`src/rtl/alsu_cmd_issuer.sv`:
```
// Command issuer in front of the ALSU: buffers packed commands, drives the ALSU
// ports from registers (with optional repeat), and returns one tagged response per issue.
module alsu_cmd_issuer #(
  parameter int DEPTH    = 4,
  parameter int ALSU_LAT = 2,
  parameter int CNT_W    = 8
) (
  input  logic             clk,
  input  logic             reset_n,
  input  logic             in_valid,
  output logic             in_ready,
  input  logic [18:0]      in_cmd,
  output logic [2:0]       opcode,
  output logic [2:0]       A,
  output logic [2:0]       B,
  output logic             cin,
  output logic             serial_in,
  output logic             direction,
  output logic             red_op_A,
  output logic             red_op_B,
  output logic             bypass_A,
  output logic             bypass_B,
  input  logic [5:0]       alsu_out,
  output logic             rsp_valid,
  output logic [5:0]       rsp_data,
  output logic             rsp_err,
  output logic             busy,
  output logic [CNT_W-1:0] err_count,
  output logic             fsm_state
);
  // Handshake: a command transfers at the rising edge where in_valid and in_ready are
  // both high; in_ready comes straight from a register. Responses have no backpressure.

  localparam int PW = $clog2(DEPTH);

  typedef enum logic {IDLE = 1'b0, ISSUE = 1'b1} state_t;

  state_t             state, state_nx;
  logic [18:0]        mem [DEPTH];
  logic [PW:0]        wr_ptr, rd_ptr, wr_ptr_nx, rd_ptr_nx;
  logic               empty, full_nx, push, pop, load, nop;
  logic [18:0]        head;
  logic [15:0]        port_q;
  logic [2:0]         rpt_cnt;
  logic [ALSU_LAT:0]  pipe_v, pipe_e;

  function automatic logic cmd_err(input logic [15:0] c);
    logic invalid_red, invalid_op;
    invalid_red = (c[12] | c[13]) & (c[1] | c[2]);
    invalid_op  = c[2] & c[1];
    return invalid_red | invalid_op;
  endfunction

  assign push      = in_valid & in_ready;
  assign empty     = (wr_ptr == rd_ptr);
  assign head      = mem[rd_ptr[PW-1:0]];
  assign wr_ptr_nx = wr_ptr + {{PW{1'b0}}, push};
  assign rd_ptr_nx = rd_ptr + {{PW{1'b0}}, pop};
  assign full_nx   = (wr_ptr_nx[PW] != rd_ptr_nx[PW]) &&
                     (wr_ptr_nx[PW-1:0] == rd_ptr_nx[PW-1:0]);

  always_ff @(posedge clk) begin
    if (push) mem[wr_ptr[PW-1:0]] <= in_cmd;
  end

  always_ff @(posedge clk or negedge reset_n) begin
    if (!reset_n) begin
      wr_ptr   <= '0;
      rd_ptr   <= '0;
      in_ready <= 1'b0;
    end else begin
      wr_ptr   <= wr_ptr_nx;
      rd_ptr   <= rd_ptr_nx;
      in_ready <= !full_nx;
    end
  end

  always_ff @(posedge clk or negedge reset_n) begin
    if (!reset_n) state <= IDLE;
    else          state <= state_nx;
  end

  always_comb begin
    state_nx = state;
    pop      = 1'b0;
    load     = 1'b0;
    nop      = 1'b0;
    case (state)
      IDLE: begin
        if (!empty) begin
          load     = 1'b1;
          pop      = 1'b1;
          state_nx = ISSUE;
        end else begin
          nop = 1'b1;
        end
      end
      ISSUE: begin
        if (rpt_cnt != 3'd0) begin
          // repeat: ports hold, rpt_cnt steps down in the datapath
        end else if (!empty) begin
          load = 1'b1;
          pop  = 1'b1;
        end else begin
          nop      = 1'b1;
          state_nx = IDLE;
        end
      end
      default: state_nx = IDLE;
    endcase
  end

  // Issue registers; pipe stage 0 travels with the command currently on the ports.
  always_ff @(posedge clk or negedge reset_n) begin
    if (!reset_n) begin
      port_q    <= '0;
      rpt_cnt   <= '0;
      pipe_v[0] <= 1'b0;
      pipe_e[0] <= 1'b0;
    end else if (load) begin
      port_q    <= head[15:0];
      rpt_cnt   <= head[18:16];
      pipe_v[0] <= 1'b1;
      pipe_e[0] <= cmd_err(head[15:0]);
    end else if (nop) begin
      port_q    <= '0;
      rpt_cnt   <= '0;
      pipe_v[0] <= 1'b0;
      pipe_e[0] <= 1'b0;
    end else begin
      rpt_cnt   <= rpt_cnt - 3'd1;
    end
  end

  always_ff @(posedge clk or negedge reset_n) begin
    if (!reset_n) begin
      pipe_v[ALSU_LAT:1] <= '0;
      pipe_e[ALSU_LAT:1] <= '0;
      rsp_valid          <= 1'b0;
      rsp_err            <= 1'b0;
      rsp_data           <= '0;
      busy               <= 1'b0;
      err_count          <= '0;
    end else begin
      pipe_v[ALSU_LAT:1] <= pipe_v[ALSU_LAT-1:0];
      pipe_e[ALSU_LAT:1] <= pipe_e[ALSU_LAT-1:0];
      rsp_valid          <= pipe_v[ALSU_LAT];
      rsp_err            <= pipe_v[ALSU_LAT] & pipe_e[ALSU_LAT];
      rsp_data           <= pipe_v[ALSU_LAT] ? alsu_out : 6'd0;
      busy               <= !empty || (state == ISSUE) || (|pipe_v);
      if (rsp_valid && rsp_err && (err_count != {CNT_W{1'b1}}))
        err_count <= err_count + 1'b1;
    end
  end

  assign opcode    = port_q[2:0];
  assign A         = port_q[5:3];
  assign B         = port_q[8:6];
  assign cin       = port_q[9];
  assign serial_in = port_q[10];
  assign direction = port_q[11];
  assign red_op_A  = port_q[12];
  assign red_op_B  = port_q[13];
  assign bypass_A  = port_q[14];
  assign bypass_B  = port_q[15];
  assign fsm_state = (state == ISSUE);

endmodule

```
`config.mk`:
```
export PLATFORM = sky130hd
export DESIGN_NAME = alsu_cmd_issuer
export DESIGN_NICKNAME = d
export VERILOG_FILES = /design/src/rtl/alsu_cmd_issuer.sv
export SDC_FILE = /design/constraint.sdc
export NUM_CORES = 1
export LEC_CHECK = 0
export BUFFER_PORTS_ARGS = -buffer_cell sky130_fd_sc_hd__buf_2
export CAP_MARGIN = 20
export CELL_PAD_IN_SITES_DETAIL_PLACEMENT = 0
export CELL_PAD_IN_SITES_GLOBAL_PLACEMENT = 1
export CORE_ASPECT_RATIO = 1.25
export CORE_MARGIN = 5
export CORE_UTILIZATION = 45
export CTS_BUF_LIST = sky130_fd_sc_hd__clkbuf_8
export CTS_CLUSTER_SIZE = 16
export DETAILED_ROUTE_END_ITERATION = 12
export PLACE_DENSITY_LB_ADDON = 0.08
export SYNTH_ARGS = -nofsm -noshare
export SYNTH_HDL_FRONTEND = slang
export SYNTH_SLANG_ARGS = --single-unit
```
`constraint.sdc`:
```
create_clock -name clk -period 2.38 [get_ports clk]
set_input_delay 0.476 -clock clk [delete_from_list [all_inputs] [get_ports clk]]
set_output_delay 0.476 -clock clk [all_outputs]
set_load 0.01 [all_outputs]
```
==> metrics.txt <==
number of unique standard cell types used by synthesis=32; clock skew=0.00868 ns; maximum clock frequency=455 MHz; Boundary Pins=63; post-synthesis sequential element count=approximately 130; most used flip-flop cell after synthesis=edfxtp_1; Port-buffer cells=62; fill cell count=886; RSZ-0062 raised after global routing=no; worst slew slack as a fraction of its limit=0.636; CTS Sinks=126; crit start category=register; multi-input logic area=around 1200 um2; average wire per standard cell=16.4 um; CP required=2.67 ns; class of the most critical setup path=register to register; Lkg Pwr=2.35 nW; Storage cell area=3530 um2; drt pass-1 iters=4; post-cts repair resize count=0; DRC errors left=0; status=finished clean; Global Route Usage Sum=0.144; setup slack of the critical path after layout=~0.18 ns; sum of internal, switching and leakage power=approximately 7.1 mW; maximum number of pins on one net before global-route repair=21; count of flip-flops with a built-in enable after synthesis=76; initial standard-cell utilization of the core=0.454; largest driver fanout on the critical path=2; Area Overhead vs Synth=18.1%; vias after detailed routing=2542; fraction of synthesis flops using an asynchronous set or reset pin=0.397; total number of placement rows=42; Data arrival, critical path=2.49 ns; worst supply voltage drop on vdd=0.462 mV; CTS Buf Count=17; average cell area after synthesis=between 15 and 20 um2; syn_nets=311; worst slack at placement=0.168 ns; power per cell area=about 1300 nW/um2; initial drt markers=between 100 and 150; post-detail-place hpwl=5440 um; fin crit period=2.20 ns; fraction of layout cells with a size suffix above 1=0.311; Final Setup Violations=0; share of synthesized area occupied by flip-flops and latches=0.744; antenna violations before repair=0; clock buffer depth=2; synthesized instance count=276; path class of the lowest-slack min-delay path=primary input to register; Maximum Capacitance Violations=0; Clk pin slew, worst setup/hold paths=0.07 ns; post-route antenna net violation count=0; floorplan die height=between 100 and 150 um; residual overflow from global routing=0; TritonCTS clock tree=built; drt via density=5.03; final net count=396; number of buffers inserted to repair setup after CTS=0; number of hold buffers added after CTS=1; vias in the first global route=2676; die extent in x=102 um; H-tree depth=4; CTS root buffer=clkbuf_8; wire length of the first global-routing pass=13700 um; CP Capture Type=register; number of pins with negative max-slew slack in the final report=0; crit share post-route=0.923; Total Wirelength=around 8300 um; Yosys Warn Count=0; placeable core region=10500 um2; final core utilization=0.537; Post-Route Setup TNS=0 ns; final weighted congestion of routability-driven global placement=0.758; Worst Max-Slew Pin Slew=0.546 ns; count of endpoints failing hold in the final timing report=0; latest clock arrival within the worst-skew pair=0.41 ns; area of the die=about 13000 um2; diode count=0; synthesized cell area=4750 um2
-- metrics by stage --
stage | cell area, um2 | hold WS, ns | cells
floorplan | 4760 | 0.180 | 276
global placement | 5290 | 0.338 | 473
detailed placement | 5290 | 0.340 | 473
CTS | 5610 | 0.234 | 505
global route | 5610 | 0.239 | 505
finish | 5610 | 0.275 | 505
-- path summary, 6_finish.rpt --
kind,from,endpoint,slack [ns],cells past startpoint
setup / recovery,rpt_cnt[0],in_ready,0.18,10
hold reg to reg,pipe_e[1],pipe_e[2],0.35,0
hold / removal,in_cmd[8],mem[2][8],0.28,1
setup reg to reg,rpt_cnt[0],in_ready,0.18,10
max in group asynchronous,reset_n,port_q[9],1.29,3
min in group asynchronous,reset_n,rsp_data[3],0.51,2
-- flip-flops by register name (all words and copies together) (netlist names), 3 cells and up --
signal     flops
port_q        16
rpt_cnt        3
err_count      8
rd_ptr         3
pipe_v         3
rsp_data       6
pipe_e         3
wr_ptr         3
mem           76
-- cells in the final DEF, fill, tap and decap left out --
cell type,count
edfxtp_1,76
buf_2,62
dfrtp_1,50
nand2_1,37
nand3_1,23
clkbuf_8,17
inv_1,15
mux4_2,13
buf_4,13
xor2_1,10
and2_1,7
ha_1,7
mux4_1,6
xnor2_1,5
nand4_1,3
o21ai_0,3
nor3_1,3
nor2_1,3
clkinv_2,3
nor3b_2,2
nand2b_1,1
nor2b_1,1
a31oi_1,1
nand3_2,1
and3_1,1
nor3_2,1
nor4_1,1
or3_1,1
o211ai_2,1
mux2_2,1
o21a_1,1
o22ai_2,1
a22o_1,1
bufinv_16,1
dlygate4sd3_1,1
-- power by group --
| part | internal, mW | switching, mW | leakage (nW) |
|---|---|---|---|
| clock | 0.773 | 0.715 | 0.201 |
| combinational | 1.04 | 1.30 | 0.851 |
| sequential | 2.95 | 0.285 | 1.29 |
| total | 4.77 | 2.30 | 2.35 |
-- layer usage --
metal	track usage	routed length, um	up-vias
met5	0	0	-
met4	0.0602	97	0
met3	0.0493	499	8
met2	0.237	4370	65
met1	0.171	3330	1272
li1	-	-	1197
-- synthesized netlist by cell type, types with 4 or more instances --
cell type | instances | area (um2)
dfrtp_1 | 50 | 1250
nand3_1 | 23 | 115
mux4_1 | 6 | 158
and2_1 | 7 | 43.8
clkbuf_1 | 5 | 18.8
xnor2_1 | 5 | 43.8
nor3_1 | 4 | 20.0
nand2_1 | 37 | 139
xor2_1 | 10 | 87.6
edfxtp_1 | 76 | 2280
inv_1 | 5 | 18.8
ha_1 | 7 | 87.6
mux4_2 | 13 | 293
-- kinds of logic (layout without fill, tap and decap cells) --
group | Yosys count | count (layout) | synth area share
fa+ha+maj | 7 | 7 | 0.0184
flops | 126 | 126 | 0.744
buf+inv | 15 | 112 | 0.0150
mux | 20 | 20 | 0.0972
compound gates | 8 | 8 | 0.0132
simple gates | 85 | 85 | 0.0850
xor+xnor | 15 | 15 | 0.0276
-- layout make-up --
class	count	area share
Tap cell	132	0.0294
Timing Repair Buffer	76	0.0744
Multi-Input combinational cell	135	0.207
Inverter	5	0.00334
Sequential cell	126	0.629
Clock buffer	17	0.0417
Clock inverter	14	0.0147
-- critical path, stage by stage, from the launching register on --
cell	delay (ns)
dfrtp_1	0.35
inv_1	0.04
ha_1	0.19
ha_1	0.19
nor2b_1	0.15
a31oi_1	0.08
ha_1	0.21
ha_1	0.18
xor2_1	0.23
xnor2_1	0.10
or3_1	0.36
(Power assumes the default switching activity.)
